File: src/rtl/tone_direction_decoder.sv
// Tone-detection front end: integrates five band-pass comparator lines over fixed
// windows and debounces the per-window direction candidate into tdEn / tdDir.
module tone_direction_decoder #(
  parameter int WINDOW_CYCLES   = 500_000,
  parameter int ACTIVE_THRESH   = 250_000,
  parameter int CONFIRM_WINDOWS = 3,
  parameter int RELEASE_WINDOWS = 2
) (
  input  logic       clk,
  input  logic       rst_n,
  input  logic       bp1,
  input  logic       bp2,
  input  logic       bp3,
  input  logic       bp4,
  input  logic       bp5,
  output logic       tdEn,
  output logic [1:0] tdDir,
  output logic [4:0] chanActive
);

  localparam int WIN_W = $clog2(WINDOW_CYCLES);
  localparam int HIT_W = $clog2(WINDOW_CYCLES + 1);

  localparam logic [WIN_W-1:0] WIN_LAST = WIN_W'(WINDOW_CYCLES - 1);
  localparam logic [HIT_W-1:0] HIT_MAX  = '1;
  localparam logic [HIT_W:0]   THRESH   = (HIT_W + 1)'(ACTIVE_THRESH);
  localparam logic [3:0]       CONF_N   = 4'(CONFIRM_WINDOWS);
  localparam logic [3:0]       REL_N    = 4'(RELEASE_WINDOWS);

  typedef enum logic [1:0] {
    IDLE    = 2'd0,
    CONFIRM = 2'd1,
    LOCKED  = 2'd2,
    RELEASE = 2'd3
  } stateT;

  logic [4:0]       bpRaw;
  logic [4:0]       bpMeta;
  logic [4:0]       bpSync;
  logic [WIN_W-1:0] winCnt;
  logic             winLast;
  logic             evalStrobe;
  logic [HIT_W-1:0] hits     [5];
  logic [HIT_W:0]   hitTotal [5];

  logic             candValid;
  logic [1:0]       candCode;

  stateT            state,     stateNext;
  logic [1:0]       candDir,   candDirNext;
  logic [3:0]       confCnt,   confCntNext;
  logic [3:0]       relCnt,    relCntNext;
  logic             tdEnNext;
  logic [1:0]       tdDirNext;

  assign bpRaw   = {bp5, bp4, bp3, bp2, bp1};
  assign winLast = (winCnt == WIN_LAST);

  // The closing cycle's own sample still belongs to the window being evaluated.
  always_comb begin
    for (int i = 0; i < 5; i++) begin
      hitTotal[i] = {1'b0, hits[i]} + (HIT_W + 1)'(bpSync[i]);
    end
  end

  // NOTE: sequential state uses non-blocking assignments so every flop samples
  // pre-edge values; blocking here would turn the 2-flop synchroniser into one flop.
  always_ff @(posedge clk) begin
    if (!rst_n) begin
      bpMeta     <= '0;
      bpSync     <= '0;
      winCnt     <= '0;
      evalStrobe <= 1'b0;
      chanActive <= '0;
      for (int i = 0; i < 5; i++) hits[i] <= '0;
    end else begin
      bpMeta     <= bpRaw;
      bpSync     <= bpMeta;
      evalStrobe <= winLast;
      winCnt     <= winLast ? '0 : winCnt + WIN_W'(1);
      for (int i = 0; i < 5; i++) begin
        if (winLast) begin
          chanActive[i] <= (hitTotal[i] >= THRESH);
          hits[i]       <= '0;
        end else if (bpSync[i] && (hits[i] != HIT_MAX)) begin
          hits[i] <= hits[i] + HIT_W'(1);
        end
      end
    end
  end

  // A window is a command only when exactly one command band fired and the
  // guard band stayed quiet; broadband noise lights bp5 and vetoes everything.
  always_comb begin
    candValid = 1'b0;
    candCode  = 2'b00;
    unique case (chanActive)
      5'b00001: begin candValid = 1'b1; candCode = 2'b00; end
      5'b00010: begin candValid = 1'b1; candCode = 2'b01; end
      5'b00100: begin candValid = 1'b1; candCode = 2'b10; end
      5'b01000: begin candValid = 1'b1; candCode = 2'b11; end
      default:  begin candValid = 1'b0; candCode = 2'b00; end
    endcase
  end

  always_ff @(posedge clk) begin
    if (!rst_n) begin
      state   <= IDLE;
      candDir <= 2'b00;
      confCnt <= '0;
      relCnt  <= '0;
      tdEn    <= 1'b0;
      tdDir   <= 2'b00;
    end else begin
      state   <= stateNext;
      candDir <= candDirNext;
      confCnt <= confCntNext;
      relCnt  <= relCntNext;
      tdEn    <= tdEnNext;
      tdDir   <= tdDirNext;
    end
  end

  // NOTE: every next-state variable is defaulted to its current value first, so
  // paths that do not assign it hold state instead of inferring a latch.
  always_comb begin
    stateNext   = state;
    candDirNext = candDir;
    confCntNext = confCnt;
    relCntNext  = relCnt;
    tdEnNext    = tdEn;
    tdDirNext   = tdDir;

    if (evalStrobe) begin
      unique case (state)
        IDLE: begin
          if (candValid) begin
            candDirNext = candCode;
            confCntNext = 4'd1;
            if (CONF_N == 4'd1) begin
              stateNext = LOCKED;
              tdEnNext  = 1'b1;
              tdDirNext = candCode;
            end else begin
              stateNext = CONFIRM;
            end
          end
        end
        CONFIRM: begin
          if (!candValid) begin
            stateNext = IDLE;
          end else if (candCode == candDir) begin
            confCntNext = confCnt + 4'd1;
            if (confCnt + 4'd1 == CONF_N) begin
              stateNext = LOCKED;
              tdEnNext  = 1'b1;
              tdDirNext = candDir;
            end
          end else begin
            candDirNext = candCode;
            confCntNext = 4'd1;
          end
        end
        LOCKED: begin
          if (candValid && (candCode == candDir)) begin
            relCntNext = '0;
          end else begin
            relCntNext = 4'd1;
            if (REL_N == 4'd1) begin
              stateNext = IDLE;
              tdEnNext  = 1'b0;
            end else begin
              stateNext = RELEASE;
            end
          end
        end
        RELEASE: begin
          if (candValid && (candCode == candDir)) begin
            stateNext  = LOCKED;
            relCntNext = '0;
          end else begin
            relCntNext = relCnt + 4'd1;
            if (relCnt + 4'd1 == REL_N) begin
              stateNext = IDLE;
              tdEnNext  = 1'b0;
            end
          end
        end
        default: stateNext = IDLE;
      endcase
    end
  end

endmodule
File: config.mk
export PLATFORM = sky130hd
export DESIGN_NAME = tone_direction_decoder
export DESIGN_NICKNAME = d
export VERILOG_FILES = /design/src/rtl/tone_direction_decoder.sv
export SDC_FILE = /design/constraint.sdc
export NUM_CORES = 1
export LEC_CHECK = 0
export ABC_AREA = 1
export ABC_CLOCK_PERIOD_IN_PS = 4700
export BUFFER_PORTS_ARGS = -buffer_cell sky130_fd_sc_hd__buf_2
export CORE_ASPECT_RATIO = 0.8
export CORE_MARGIN = 2
export CORE_UTILIZATION = 30
export DETAILED_ROUTE_END_ITERATION = 10
export HOLD_SLACK_MARGIN = 0.1
export PLACE_DENSITY = 0.53
export SLEW_MARGIN = 20
export SYNTH_ARGS = -nofsm -noshare
export SYNTH_HDL_FRONTEND = slang
export SYNTH_SLANG_ARGS = --single-unit
File: constraint.sdc
create_clock -name clk -period 4.7 [get_ports clk]
set_clock_uncertainty 0.1 [all_clocks]
set_input_delay 0.47 -clock clk [delete_from_list [all_inputs] [get_ports clk]]
set_output_delay 0.47 -clock clk [all_outputs]
set_load 0.1 [all_outputs]
# [Word level (Yosys, flattened, before mapping)]
# Memories as Yosys holds them, arrays and structs flattened.
# Index checks and enable logic that the tools add are counted.
# Widths: inputs -> output; s select.
[word_totals] input_bits=7 ramBits=95 elab_cells=147 output_inout_bits=8 mem_count=1 regBits=50
[classes] bitwise_logic=11 add_sub_neg=13 magnitude_cmp=5 n_reduce_logical=18 muxes=61 n_eq_ne=27
[mem_list] name="hits" depth=5 width=19 rd=5 rd_clocked_by_memory_dff=0 wr=5 line_no="43" rtl="logic [HIT_W-1:0] hits [5];"
[op_table] operator="$mux 19" n=10
[op_table] operator="$add 19x1->19 const B" n=6
[op_table] operator="$add 19x1->20" n=5
[op_table] operator="$ge 20x18->1 const B" n=5
[op_table] operator="$ne 19x19->1 const B" n=5
[op_table] operator="$mux 1" n=31
[op_table] operator="$mux 2" n=10
[op_table] operator="$eq 19x19->1 const B" n=1
[op_table] operator="$mux 4" n=4
[op_table] operator="$ne 2x2->1 const B" n=8
[op_table] operator="$pmux 4 s2" n=2
[op_table] operator="$or 1x1->1" n=10
[op_table] operator="$reduce_and 5->1" n=2
[op_table] operator="$ne 3x3->1 const B" n=3
[op_table] operator="$add 4x1->4 const B" n=2
[op_table] operator="$eq 4x2->1 const B" n=2
[op_table] operator="$pmux 2 s4" n=1
[op_table] operator="$reduce_and 7->1" n=1
[op_table] operator="$logic_and 1x1->1" n=6
[op_table] operator="$pmux 2 s3" n=1
[op_table] operator="$reduce_and 6->1" n=1
[op_table] operator="$reduce_bool 2->1" n=3
[op_table] operator="$eq 5x1->1 const B" n=1
[op_table] operator="$eq 5x2->1 const B" n=1
[op_table] operator="other kinds (13)" n=14

# [Longest topological paths before layout]
# An unclocked memory read counts as a cell.
[logic_depth] word_depth=8 mapped_depth=16 ltp_nobuf=16

# [Worst setup path before layout]
# Ideal clock, no wire load.
[synth_timing] path_type="register to register" start="reg winCnt[0]" end="mem hits[0][0] (netlist name) (enable)" setup_time_ps=386 t_required_ps=4214 stages_incl_launch_ff=12 n_path_buf=1 setup_slack_ps=2403 period_less_slack_ps=2297 arrival_time_ps=1811 cell_sequence="dfxtp_1 -> ha_1 -> nand2_1 -> inv_1 -> nand2_1 -> nor4_2 -> nand4_1 -> nand2_2 -> inv_2 -> o311ai_2 -> buf_4 -> nand2_1"
[synth_lines] item="start, declared" line_no="40" rtl="logic [WIN_W-1:0] winCnt;"
[synth_lines] item="start signal, assigned" line_no="80" rtl="winCnt <= winLast ? '0 : winCnt + WIN_W'(1);"
[synth_lines] item="end, declared" line_no="43"

==> flow_metrics.env <==
export IMPL_outcome="finished, final reports clean"
export IMPL_core_area_um2=32410
export IMPL_cts_resized_gates=0
export IMPL_wl_per_cell_um=12.08
export IMPL_io_buffers=14
export IMPL_use_met3_pct=2.669
export IMPL_timing_fmax_ghz=0.3190
export IMPL_ctsRootBufferMaster="clkbuf_16"
export IMPL_dp_hpwl_um=16530
export IMPL_antenna_found_initial=0
export IMPL_viasPerCell=4.554
export IMPL_min_period_over_period_pct=66.70
export IMPL_rsz0062_at_grt="no"
export IMPL_seq_area_frac_synth_pct=39.15
export IMPL_cts_hold_buf=0
export IMPL_grt_met2_usage_pct=20.02
export IMPL_clock_sinks=145
export IMPL_synth_edff_count=95
export IMPL_syn_area_um2=9844
export IMPL_peakVddDrop_v=0.0002283
export IMPL_clk_latency_ns=0.43
export IMPL_drc=0
export IMPL_rows=59
export IMPL_synth_net_count=1396
export IMPL_maxCapViolCount=0
export IMPL_synth_main_ff_cell="edfxtp_1"
export IMPL_critPathKind="reg2reg"
export IMPL_slew_headroom_pct=43.70
export IMPL_async_flop_share_pct=0
export IMPL_grt_max_degree=22
export IMPL_dpl_cell_count=1795
export IMPL_drive_gt1_share_pct=7.071
export IMPL_avgSynthCellArea_um2=7.191
export IMPL_grt_pass1_vias=7821
export IMPL_cts_buffers=17
export IMPL_syn_inst=1369
export IMPL_diodes=0
export IMPL_grt_busiest_layer="met1"
export IMPL_worst_pin_slew_ns=0.8425
export IMPL_cts_tree="yes"
export IMPL_worstPathRequired_ns=4.66
export IMPL_dr_pass1_iters=5
export IMPL_vias=8321
export IMPL_grt_met1_usage_pct=20.55
export IMPL_grt_ovfl_total=0
export IMPL_clock_path_buffers=2
export IMPL_crit_path_max_fanout=20
export IMPL_crit_path_end_kind="flop"
export IMPL_start_util_pct=30.38
export IMPL_drt_initial_drc_count=616
export IMPL_maxSlewViolCount=0
export IMPL_critPathLaunchType="flop"
export IMPL_area_growth_pct=10.78
export IMPL_worst_ep_arrival_time_ns=3.09
export IMPL_htreeDepth=4
export IMPL_final_cells=1827
export IMPL_multiInputGateArea_um2=5226
export IMPL_ios=15
export IMPL_place_congestion=0.8476
export IMPL_cts_setup_buffers=0
export IMPL_die_area_um2=34290
export IMPL_p_leak_nw=4.156
export IMPL_power_density_nw_per_um2=273.9
export IMPL_die_y_um=166.0
export IMPL_hold_class="in2reg"
export IMPL_yosys_warnings=0
export IMPL_global_route_usage_total_pct=13.64
export IMPL_fillers=3450
export IMPL_grt_pass1_wl_um=38340
export IMPL_setup_viol=0
export IMPL_nets=1414
export IMPL_die_x_um=206.5
export IMPL_drt_total_wl_um=22060
export IMPL_drtAntennaViolNets=0
export IMPL_ys_ff_latch=145
export IMPL_register_area_um2=3854
export IMPL_post_route_min_period_ns=3.135
export IMPL_clk_pin_slew_ns=0.06
export IMPL_hold_viol=0
export IMPL_tns_ns=0
export IMPL_synth_distinct_cells=41
## sequential cells by signal, indices dropped and copies added (netlist names)
signal	flops
hits	95
winCnt	19
bpMeta	5
bpSync	5
chanActive	5
confCnt	4
relCnt	4
candDir	2
state	2
tdDir	2
evalStrobe	1
tdEn	1
## Yosys cell counts, types with 5 or more instances
| master | count | area [µm²] |
|---|---|---|
| nand2_1 | 343 | 1287 |
| nor2_1 | 259 | 972.2 |
| inv_1 | 164 | 615.6 |
| nand3_1 | 112 | 560.5 |
| edfxtp_1 | 95 | 2853 |
| xor2_1 | 78 | 683.2 |
| dfxtp_1 | 50 | 1001 |
| nand4_1 | 33 | 206.5 |
| xnor2_1 | 32 | 280.3 |
| a21oi_1 | 30 | 150.1 |
| o21ai_0 | 30 | 150.1 |
| nor2_2 | 22 | 137.6 |
| nor3_1 | 21 | 105.1 |
| ha_1 | 20 | 250.2 |
| nand2_2 | 11 | 68.82 |
| nand3b_1 | 8 | 60.06 |
| nor2_4 | 6 | 67.56 |
| nor4_1 | 6 | 37.54 |
| buf_2 | 5 | 25.02 |
| buf_6 | 5 | 56.30 |
## power by group
group          switching [mW]  internal [mW]
clock network           0.550          0.778
registers              0.0638           1.41
logic                   0.123         0.0611
total                   0.737           2.25
## final cells by class
cell class / count / share of cell area, %
clock buffers: 18 / 3.935
clock inverters: 14 / 1.274
inverters: 171 / 5.920
multi-input cells: 1037 / 47.92
flip-flops and latches: 145 / 35.34
well taps: 427 / 4.899
repair buffers: 15 / 0.7113
## path summary, 6_finish.rpt
path              from           to  slack [ns]  cells past startpoint
max          winCnt[0]  hits[3][13]        1.57                     10
min                bp2    bpMeta[1]        0.17                      3
max reg2reg  winCnt[0]  hits[3][13]        1.57                     10
min reg2reg  bpMeta[3]    bpSync[3]        0.31                      2
## placed cells by master, fill, tap and decap left out, types with 21 or more instances in the layout
| cell type | count |
|---|---|
| nand2_1 | 343 |
| nor2_1 | 259 |
| inv_1 | 164 |
| nand3_1 | 112 |
| edfxtp_1 | 95 |
| xor2_1 | 78 |
| dfxtp_1 | 50 |
| nand4_1 | 33 |
| xnor2_1 | 32 |
| o21ai_0 | 30 |
| a21oi_1 | 30 |
| nor2_2 | 22 |
| nor3_1 | 21 |
## stage by stage
step	utilization [%]	instance area, µm²	power [mW]	setup WS (ns)	hold slack, ns
detailed placement	31.90	10340	1.686	1.485	0.2971
finish	33.65	10910	2.987	1.565	0.1663
global route	33.65	10910	3.129	1.180	0.1551
CTS	33.65	10910	3.039	1.477	0.1367
floorplan	-	9844	1.629	2.403	0.2905
global placement	31.90	10340	1.686	1.516	0.2927
## metal layers
| layer | vias to the layer above | share of wire, % | wire length (µm) |
|---|---|---|---|
| li1 | 4436 | - | - |
| met1 | 3754 | 55 | 12070 |
| met2 | 119 | 41 | 9098 |
| met3 | 12 | 3.4 | 757 |
| met4 | 0 | 0.65 | 143 |
| met5 | - | 0 | 0 |
## kinds of logic (layout without fill, tap and decap cells)
group / Yosys count / in the layout / share of synthesized area [%]
adder cells (fa/ha/maj): 20 / 20 / 2.542
AND/OR/NAND/NOR: 835 / 835 / 36.81
XOR/XNOR: 110 / 110 / 9.787
AO/OA/AOI/OAI: 72 / 72 / 3.953
flip-flops: 145 / 145 / 39.15
buffers and inverters: 187 / 218 / 7.765
## critical path, cell delays in order, from the launching register on
cell	delay, ns
dfxtp_1	0.32
ha_1	0.20
nand2_1	0.12
inv_1	0.07
nand2_1	0.11
nor4_2	0.05
nand4_1	0.09
nand2_2	0.23
inv_2	0.38
nand3_2	0.38
nand2_1	0.70
Power figures use the tool's default switching activity.
